==> src/rtl/core_dbg_pkg.sv <==
// Shared encodings and default timing constants for the core step controller.
// Optional breakpoint support is enabled with CORE_STEP_BREAKPOINT_EN.
package core_dbg_pkg;

  typedef enum logic [1:0] {
    MODE_STEP  = 2'b00,
    MODE_BURST = 2'b01,
    MODE_RUN   = 2'b10,
    MODE_HOLD  = 2'b11
  } mode_e;

  typedef enum logic [1:0] {
    S_IDLE,
    S_PULSE,
    S_BURST,
    S_RUN
  } state_e;

  // 10 ms debounce and 2 Hz free-run at a 50 MHz clk
  localparam int DEF_DEBOUNCE_CYCLES = 500000;
  localparam int DEF_RUN_DIV         = 25000000;

endpackage

==> src/rtl/core_step_ctrl_if.sv <==
// Control/status bundle between the step controller and its environment.
// Breakpoint signals exist only with CORE_STEP_BREAKPOINT_EN.
interface core_step_ctrl_if #(
  parameter int BURST_W = 8,
  parameter int CNT_W   = 32
);
  logic               key_n;
  logic [1:0]         mode;
  logic [BURST_W-1:0] burst_len;
  logic               halt_req;
  logic               core_ce;
  logic               busy;
  logic               key_pressed;
  logic [CNT_W-1:0]   cycle_count;
`ifdef CORE_STEP_BREAKPOINT_EN
  logic [31:0]        pc_now;
  logic [31:0]        bp_addr;
  logic               bp_enable;
  logic               bp_hit;

  modport master (
    output key_n, mode, burst_len, halt_req,
    output pc_now, bp_addr, bp_enable,
    input  core_ce, busy, key_pressed, cycle_count,
    input  bp_hit
  );

  modport slave (
    input  key_n, mode, burst_len, halt_req,
    input  pc_now, bp_addr, bp_enable,
    output core_ce, busy, key_pressed, cycle_count,
    output bp_hit
  );
`else
  modport master (
    output key_n, mode, burst_len, halt_req,
    input  core_ce, busy, key_pressed, cycle_count
  );

  modport slave (
    input  key_n, mode, burst_len, halt_req,
    output core_ce, busy, key_pressed, cycle_count
  );
`endif
endinterface

==> src/rtl/key_debounce.sv <==
// Pushbutton synchronizer, stable-time debounce and registered press pulse.
module key_debounce
  import core_dbg_pkg::*;
#(
  parameter int DEBOUNCE_CYCLES = DEF_DEBOUNCE_CYCLES
) (
  input  logic clk,
  input  logic rst,
  input  logic key_n,
  output logic key_pressed,
  output logic key_level
);

  localparam int CW = $clog2(DEBOUNCE_CYCLES + 1);
  localparam logic [CW-1:0] LAST = CW'(DEBOUNCE_CYCLES - 1);

  logic          sync1;
  logic          sync2;
  logic          level_d;
  logic [CW-1:0] cnt;

  always_ff @(posedge clk or posedge rst) begin
    if (rst) begin
      sync1       <= 1'b1;
      sync2       <= 1'b1;
      key_level   <= 1'b1;
      level_d     <= 1'b1;
      cnt         <= '0;
      key_pressed <= 1'b0;
    end else begin
      sync1       <= key_n;
      sync2       <= sync1;
      level_d     <= key_level;
      key_pressed <= level_d & ~key_level;
      if (sync2 == key_level) begin
        cnt <= '0;
      end else if (cnt == LAST) begin
        key_level <= sync2;
        cnt       <= '0;
      end else begin
        cnt <= cnt + 1'b1;
      end
    end
  end

endmodule

==> src/rtl/core_step_ctrl.sv <==
// Core clock-enable generator: single step, fixed burst and slow free-run.
// Define CORE_STEP_BREAKPOINT_EN for the PC breakpoint (bp_* signals).
module core_step_ctrl
  import core_dbg_pkg::*;
#(
  parameter int DEBOUNCE_CYCLES = DEF_DEBOUNCE_CYCLES,
  parameter int RUN_DIV         = DEF_RUN_DIV,
  parameter int BURST_W         = 8,
  parameter int CNT_W           = 32
) (
  input logic            clk,
  input logic            rst,
  core_step_ctrl_if.slave bus
);

  localparam int DW = (RUN_DIV > 1) ? $clog2(RUN_DIV) : 1;
  localparam logic [DW-1:0] DIV_LAST = DW'(RUN_DIV - 1);

  state_e             state;
  state_e             state_nxt;
  logic [BURST_W-1:0] remaining;
  logic [BURST_W-1:0] remaining_nxt;
  logic [DW-1:0]      div;
  logic [DW-1:0]      div_nxt;
  logic [CNT_W-1:0]   cycle_count;
  logic               busy;
  logic               ce_raw;
  logic               core_ce;
  logic               key_pressed;
  logic               level_unused;
  logic               bp_stop;
  logic               bp_block;

  key_debounce #(
    .DEBOUNCE_CYCLES(DEBOUNCE_CYCLES)
  ) u_key (
    .clk        (clk),
    .rst        (rst),
    .key_n      (bus.key_n),
    .key_pressed(key_pressed),
    .key_level  (level_unused)
  );

`ifdef CORE_STEP_BREAKPOINT_EN
  logic bp_hit;
  logic bp_skip;
  logic bp_clear;

  // bp_skip lets the step after a cleared hit run past the same PC
  assign bp_stop  = ce_raw & ~bus.halt_req & bus.bp_enable & ~bp_skip
                  & (bus.pc_now == bus.bp_addr);
  assign bp_clear = bp_hit & key_pressed;
  assign bp_block = bp_hit;
  assign bus.bp_hit = bp_hit;

  always_ff @(posedge clk or posedge rst) begin
    if (rst) begin
      bp_hit  <= 1'b0;
      bp_skip <= 1'b0;
    end else begin
      if (bp_stop) bp_hit <= 1'b1;
      else if (bp_clear) bp_hit <= 1'b0;
      if (bp_clear) bp_skip <= 1'b1;
      else if (core_ce) bp_skip <= 1'b0;
    end
  end
`else
  assign bp_stop  = 1'b0;
  assign bp_block = 1'b0;
`endif

  always_comb begin
    ce_raw = (state == S_PULSE) | (state == S_BURST)
           | ((state == S_RUN) & (div == DIV_LAST));
    core_ce = ce_raw & ~bus.halt_req & ~bp_stop;
  end

  always_comb begin
    state_nxt     = state;
    remaining_nxt = remaining;
    div_nxt       = div;
    if (bus.halt_req || bp_stop) begin
      state_nxt     = S_IDLE;
      remaining_nxt = '0;
      div_nxt       = '0;
    end else begin
      unique case (state)
        S_IDLE: begin
          if (!bp_block) begin
            unique case (1'b1)
              bus.mode == MODE_RUN: begin
                state_nxt = S_RUN;
                div_nxt   = '0;
              end
              key_pressed && bus.mode == MODE_STEP:
                state_nxt = S_PULSE;
              key_pressed && bus.mode == MODE_BURST
                && bus.burst_len != '0: begin
                state_nxt     = S_BURST;
                remaining_nxt = bus.burst_len;
              end
              default: ;
            endcase
          end
        end
        S_PULSE: state_nxt = S_IDLE;
        S_BURST: begin
          if (remaining == BURST_W'(1)) begin
            state_nxt     = S_IDLE;
            remaining_nxt = '0;
          end else begin
            remaining_nxt = remaining - 1'b1;
          end
        end
        S_RUN: begin
          if (bus.mode != MODE_RUN) begin
            state_nxt = S_IDLE;
            div_nxt   = '0;
          end else if (div == DIV_LAST) begin
            div_nxt = '0;
          end else begin
            div_nxt = div + 1'b1;
          end
        end
        default: state_nxt = S_IDLE;
      endcase
    end
  end

  always_ff @(posedge clk or posedge rst) begin
    if (rst) begin
      state       <= S_IDLE;
      remaining   <= '0;
      div         <= '0;
      busy        <= 1'b0;
      cycle_count <= '0;
    end else begin
      state     <= state_nxt;
      remaining <= remaining_nxt;
      div       <= div_nxt;
      busy      <= (state_nxt != S_IDLE);
      if (core_ce) cycle_count <= cycle_count + 1'b1;
    end
  end

  assign bus.core_ce     = core_ce;
  assign bus.busy        = busy;
  assign bus.key_pressed = key_pressed;
  assign bus.cycle_count = cycle_count;

endmodule
==> src/flat_wrapper.sv <==
// flat-port wrapper written by rule: the top's interface ports become plain ports
module core_step_ctrl_flat import core_dbg_pkg::*;
#(
  parameter int DEBOUNCE_CYCLES = DEF_DEBOUNCE_CYCLES,
  parameter int RUN_DIV         = DEF_RUN_DIV,
  parameter int BURST_W         = 8,
  parameter int CNT_W           = 32
)
  (clk, rst, bus_key_n, bus_mode, bus_burst_len, bus_halt_req, bus_core_ce, bus_busy, bus_key_pressed, bus_cycle_count);
  core_step_ctrl_if #(.BURST_W(BURST_W), .CNT_W(CNT_W)) bus_i ();
  input logic clk;
  input logic rst;
  input wire logic [$bits(bus_i.key_n)-1:0] bus_key_n;
  input wire logic [$bits(bus_i.mode)-1:0] bus_mode;
  input wire logic [$bits(bus_i.burst_len)-1:0] bus_burst_len;
  input wire logic [$bits(bus_i.halt_req)-1:0] bus_halt_req;
  output wire logic [$bits(bus_i.core_ce)-1:0] bus_core_ce;
  output wire logic [$bits(bus_i.busy)-1:0] bus_busy;
  output wire logic [$bits(bus_i.key_pressed)-1:0] bus_key_pressed;
  output wire logic [$bits(bus_i.cycle_count)-1:0] bus_cycle_count;
  assign bus_i.key_n = bus_key_n;
  assign bus_i.mode = bus_mode;
  assign bus_i.burst_len = bus_burst_len;
  assign bus_i.halt_req = bus_halt_req;
  assign bus_core_ce = bus_i.core_ce;
  assign bus_busy = bus_i.busy;
  assign bus_key_pressed = bus_i.key_pressed;
  assign bus_cycle_count = bus_i.cycle_count;
  core_step_ctrl #(.DEBOUNCE_CYCLES(DEBOUNCE_CYCLES), .RUN_DIV(RUN_DIV), .BURST_W(BURST_W), .CNT_W(CNT_W)) u_core (.clk(clk), .rst(rst), .bus(bus_i));
endmodule
==> config.mk <==
export PLATFORM = sky130hd
export DESIGN_NAME = core_step_ctrl_flat
export DESIGN_NICKNAME = d
export VERILOG_FILES = /design/src/rtl/core_dbg_pkg.sv /design/src/rtl/core_step_ctrl_if.sv /design/src/rtl/key_debounce.sv /design/src/rtl/core_step_ctrl.sv /design/src/flat_wrapper.sv
export SDC_FILE = /design/constraint.sdc
export NUM_CORES = 1
export LEC_CHECK = 0
export ABC_AREA = 0
export CORE_UTILIZATION = 45
export CTS_CLUSTER_SIZE = 25
export DETAILED_ROUTE_END_ITERATION = 10
export DONT_BUFFER_PORTS = 1
export HOLD_SLACK_MARGIN = 0.1
export PLACE_DENSITY_LB_ADDON = 0.25
export SLEW_MARGIN = 25
export SYNTH_ARGS = -nofsm -noshare
export SYNTH_HDL_FRONTEND = slang
export SYNTH_SLANG_ARGS = --single-unit
==> constraint.sdc <==
create_clock -name clk -period 4.3 [get_ports clk]
set_clock_uncertainty 0.15 [all_clocks]
set_input_delay 0.645 -clock clk [delete_from_list [all_inputs] [get_ports clk]]
set_output_delay 0.645 -clock clk [all_outputs]
set_load 0.03 [all_outputs]
==> flow_summary.ini, run 1 <==
[route]
via_per_inst = 5.58
drt_iter0_drc = 200
vias = 3495
post-route-drc-count = 0
finalWirelength_um = 9450
drt-pass1-iter-count = 4
ant_nets = 0
detail_route.wl_per_cell_um = 15.1

[place]
placed_cells_incl_taps = 610
hpwlAfterDp_um = 6480
port_buffers = 0
place.gp.congestion = 0.809
pre_cts_ws_ns = 1.85

[worst_setup_path]
path_buf_inv = 0
critPathMaxFanout = 6
crit_path_top_delay_cell = dfrtp_1
path_class = reg -> out
crit_required_ns = 3.50
path_cells = nor4b_1 > and4_1 > a41o_1
path_delay_family = simple AND/OR/NAND/NOR gates
arrival_ns = 2.01
critPathMaxStageDelay_ns = 0.46
endpoint_kind = output port
start_kind = flip-flop

[pwr]
power_mw = 1.72
cellLeakagePower_nw = 2.13
peakVddDrop_uv = 282
power_density_nw_per_um2 = 339

[layout]
syn_to_final_growth_pct = 7.00
antenna_cells = 0
fin_cells = 626
nets = 507
drive_above_1_share = 0.0796

[yosys]
netlist.area_leader.share = 0.465
ys_seq_elements = 92
synth_top_flop_cell = dfrtp_1
synth.most_common_cell = dfrtp_1
netlist_area_um2 = 4740
ys_seq_area_frac = 0.487
netlist_top_cells_count = 88 x dfrtp_1, 72 x nor2_1, 49 x xnor2_1
synth_edf_count = 0
syn-instance-count = 483
ys_warn_count = 0
async_flop_share = 1.00
synth_cell_type_count = 55
synth_nets = 505
synth_area_per_cell_um2 = 9.81
netlist_top_cells_area = dfrtp_1 46%, xnor2_1 9.1%, nor2_1 5.7%
synth_top_cell_by_area = dfrtp_1

[die]
start_util = 0.461
core-area_um2 = 10300
num_rows = 37
die_height_um = 105
dieArea_um2 = 10900
io_pins = 49
die_x_um = 105

[clocking]
hold_buffers = 0
cts_tree = built
cts_resized = 0
clock_latency_ns = 0.35
h-tree-depth = 3
cts_buffers = 9
cts_setup_buffers = 0
cts.clk_slew.worst_paths_ns = 0.10
root_buffer = clkbuf_8
clock-sinks = 92
cts.path.max_buffers = 2

[sta]
fin_crit_ns = 2.81
max_slew.worst_pin.slew_ns = 0.729
setup_violations = 0
slew_violations = 0
max_clock_freq_ghz = 0.356
setup_ws_ns = 1.49
finalCritPeriodShare = 0.652
tns_ns = 0
finalHoldViolCount = 0
slew_headroom = 0.514
rsz0062_at_grt = no

[grt]
grt_overflow_total = 0
grt_pass1_wl_um = 16500
antenna_found_initial = 0
grt_max_degree = 56
grt_pass1_vias = 3532
track_usage = 0.184

[status]
status = complete, no violations

[job]
max_cap_viol_count = 0

[worst_hold_path]
hold_path_class = in -> async
-- state kept, by name (all words and copies together) (netlist names) --
| name | cells |
|---|---|
| u_core.bus.cycle_count | 32 |
| u_core.div | 25 |
| u_core.u_key.cnt | 19 |
| u_core.remaining | 8 |
| u_core.state | 2 |
| u_core.bus.busy | 1 |
| u_core.u_key.key_level | 1 |
| u_core.u_key.key_pressed | 1 |
| u_core.u_key.level_d | 1 |
| u_core.u_key.sync1 | 1 |
| u_core.u_key.sync2 | 1 |
-- layout make-up --
class | count | area [um2]
Sequential cell | 92 | 2310
Clock buffer | 11 | 141
Timing Repair Buffer | 6 | 45.0
Tap cell | 136 | 170
Fill cell | 990 | 5210
Inverter | 25 | 96.3
Multi-Input combinational cell | 351 | 2270
Clock inverter | 5 | 37.5
-- placed cells by master (no fill, tap or decap), types with 3 or more instances in the layout --
master / instances
dfrtp_1: 88
nor2_1: 72
xnor2_1: 49
nand2_1: 28
nand3_1: 26
inv_1: 24
nor3_1: 22
xor2_1: 22
nand4_1: 20
nor4_1: 19
clkbuf_8: 10
and3_1: 8
ha_1: 8
a22o_1: 7
o21ai_0: 7
nor2b_1: 6
buf_4: 6
a21oi_1: 5
and4_1: 4
and2_1: 4
dfstp_2: 4
mux2_2: 3
o31ai_1: 3
-- per-stage QoR --
stage	hold slack, ns	area (um2)	utilization
global route	0.101	5070	0.493
global placement	0.203	4890	0.475
detailed placement	0.199	4890	0.476
CTS	0.111	5070	0.493
floorplan	0.195	4740	-
finish	0.115	5070	0.493
-- worst reg2reg max path: stages, from the launching register on --
cell and delay (ns):
dfrtp_1 0.46, nor4b_1 0.37, and4_1 0.38, a32o_1 0.63, nand4_1 0.21, xnor2_1 0.16
-- cell families (layout without fill, tap and decap cells) --
logic type	Yosys count	count (layout)	share of synthesized area
and+or+nand+nor	226	226	0.246
muxes	4	4	0.00924
AOI/OAI and AO/OA	42	42	0.0713
adders and majority gates	8	8	0.0211
xor gates and xnor gates	71	71	0.131
DFF	92	92	0.487
buffers and inverters	40	47	0.0343
-- power by group --
group | total [mW] | internal, mW | switching [mW]
Sequential | 1.02 | 0.904 | 0.113
Combinational | 0.165 | 0.0638 | 0.101
Clock | 0.538 | 0.229 | 0.309
Total | 1.72 | 1.20 | 0.523
-- metal layers --
metal  share of wire  track usage
met4          0.0062       0.0493
met3           0.032       0.0455
met2            0.49        0.301
met5               0            0
met1            0.47        0.244
-- final timing paths --
path,startpoint,endpoint,slack [ns],cells past startpoint
setup reg to reg,u_core.div[9]$_DFFE_PP0P_,u_core.bus.cycle_count[8]$_DFFE_PP0P_,1.82,5
hold reg to reg,u_core.u_key.sync1$_DFF_PP1_,u_core.u_key.sync2$_DFF_PP1_,0.21,0
min in group clk,bus_key_n,u_core.u_key.sync1$_DFF_PP1_,0.13,0
hold / removal,rst,u_core.bus.cycle_count[25]$_DFFE_PP0P_,0.11,1
max in group asynchronous,rst,u_core.u_key.cnt[17]$_DFF_PP0_,3.16,2
setup / recovery,u_core.div[9]$_DFFE_PP0P_,bus_core_ce,1.49,3
(Power assumes the default switching activity.)
==> run 2: changes to the inputs <==
==> constraint.sdc (replaced) <==
create_clock -name clk -period 2.3 [get_ports clk]
set_clock_uncertainty 0.15 [all_clocks]
set_input_delay 0.345 -clock clk [delete_from_list [all_inputs] [get_ports clk]]
set_output_delay 0.345 -clock clk [all_outputs]
set_load 0.03 [all_outputs]
==> run 2 against run 1 <==
- die area stayed put
- wire length is 4.8% higher
- non-clock buffer count is 45 higher
- cell count is 7.2% higher
- sequential share of layout area is 3.7 points lower
- global-route usage is 1.0 points higher
- via count is 4.2% higher
- cell area is 8.9% higher
==> flow_summary.ini, run 2 (same netlist as run 1, synthesis figures left out) <==
[sta]
fin_crit_ns = 2.23
max_slew.worst_pin.slew_ns = 0.591
max_clock_freq_ghz = 0.448
slew_headroom = 0.602
finalHoldViolCount = 0
tns_ns = 0
finalCritPeriodShare = 0.971
rsz0062_at_grt = yes
setup_violations = 0
slew_violations = 0

[layout]
drive_above_1_share = 0.164
ff_latch_area_um2 = 2310
final_cell_mix = 86 x dfrtp_1, 71 x nor2_1, 49 x xnor2_1, 40 x buf_4, 28 x nand2_1
largest_reg_flops = 32
nets = 552
syn_to_final_growth_pct = 16.6
regMostFlops = u_core.bus.cycle_count
final_common_cell = dfrtp_1
antenna_cells = 0
top_regs = u_core.bus.cycle_count x32, u_core.div x25, u_core.u_key.cnt x19
multi_input_area_um2 = 2310
fillers = 946

[clocking]
cts_tree = built
clock-sinks = 92
root_buffer = clkbuf_8
cts.clk_slew.worst_paths_ns = 0.08
clock_latency_ns = 0.37
cts.path.max_buffers = 2
h-tree-depth = 3
cts_buffers = 9

[place]
place.gp.congestion = 0.821
hpwlAfterDp_um = 6640
port_buffers = 0

[grt]
track_usage = 0.194
grt_max_degree = 93
antenna_found_initial = 0
grt_overflow_total = 0
grt_pass1_vias = 3637
grt_pass1_wl_um = 17100

[pwr]
cellLeakagePower_nw = 2.38
power_mw = 3.49
peakVddDrop_uv = 445
power_density_nw_per_um2 = 632

[route]
post-route-drc-count = 0
vias = 3641
detail_route.wl_per_cell_um = 14.7
finalWirelength_um = 9900
ant_nets = 0
drt-pass1-iter-count = 5
drt_iter0_drc = 131
via_per_inst = 5.43

[die]
die_height_um = 105
die_x_um = 105
io_pins = 49
dieArea_um2 = 10900
start_util = 0.461
core-area_um2 = 10300
num_rows = 37

[worst_setup_path]
crit_required_ns = 2.41
start_kind = flip-flop
path_class = reg -> reg
endpoint_kind = flip-flop
arrival_ns = 2.34
critPathMaxFanout = 3

[status]
status = complete, no violations

[worst_hold_path]
hold_path_class = in -> reg

[job]
max_cap_viol_count = 0
==> run 2: changes by cell type in the layout (fill, tap and decap cells not counted), sizes merged <==
cell,delta
clkinv,+1
clkinvlp,-1
bufinv,+1
dlygate4sd3,+8
buf,+37
clkbuf,-1
==> run 2: area by class of cell <==
type	count	area share
clock inverters	6	0.0127
well taps	136	0.0308
clock buffers	10	0.0249
inverters	25	0.0177
multi-input cells	351	0.418
repair buffers	51	0.0782
flip-flops and latches	92	0.418
==> run 2: worst paths after layout <==
path	startpoint	endpoint	slack, ns	cells past startpoint
hold reg to reg	u_core.u_key.sync1$_DFF_PP1_	u_core.u_key.sync2$_DFF_PP1_	0.22	0
min in group asynchronous	rst	u_core.u_key.cnt[13]$_DFF_PP0_	0.43	3
setup / recovery	u_core.remaining[1]$_DFFE_PP0P_	u_core.remaining[3]$_DFFE_PP0P_	0.07	7
hold / removal	bus_burst_len[7]	u_core.remaining[7]$_DFFE_PP0P_	0.13	3
max in group asynchronous	rst	u_core.u_key.sync2$_DFF_PP1_	1.18	3
setup reg to reg	u_core.remaining[1]$_DFFE_PP0P_	u_core.remaining[3]$_DFFE_PP0P_	0.07	7
==> run 2: layer usage <==
metal  wire length, um  up-vias  global-route usage
li1                  -     1772                   -
met1              4550     1789               0.248
met2              4850       64               0.323
met3               346       16              0.0536
met4               154        0              0.0543
met5                 0        -                   0
==> run 2: power by group <==
| part | switching [mW] | leakage (nW) | internal [mW] |
|---|---|---|---|
| clock network | 0.603 | 0.107 | 0.542 |
| logic | 0.331 | 1.03 | 0.222 |
| registers | 0.101 | 1.24 | 1.69 |
| total | 1.04 | 2.38 | 2.45 |
==> run 2: timing repair <==
action / in CTS / in global routing
setup buffers: 2 / 3
cloned: 0 / 0
pin swaps: 1 / 2
endpoints found under the setup margin: 1 / 13
resized for setup: 3 / 12
endpoints found under the hold margin: 96 / 0
hold buffers: 8 / 0
==> run 2: worst max-delay path, stage by stage (launching register included) <==
cell and delay (ns):
dfrtp_1 0.41, inv_2 0.06, ha_2 0.16, or4b_4 0.50
or4_4 0.44, nand3_2 0.10, o21ai_1 0.08, a22o_1 0.23
==> run 2: stage by stage <==
step / util / instance area (um2) / setup WS [ns] / hold WS (ns) / instances
5_1_grt: 0.537 / 5520 / -0.0436 / 0.154 / 671
3_3_place_gp: 0.501 / 5150 / 0.0904 / 0.200 / 642
3_5_place_dp: 0.501 / 5150 / 0.0342 / 0.200 / 642
6_report: 0.537 / 5520 / 0.0671 / 0.129 / 671
4_1_cts: 0.532 / 5460 / 0.00285 / 0.122 / 668
2_1_floorplan: - / 4740 / 0.106 / 0.195 / 483
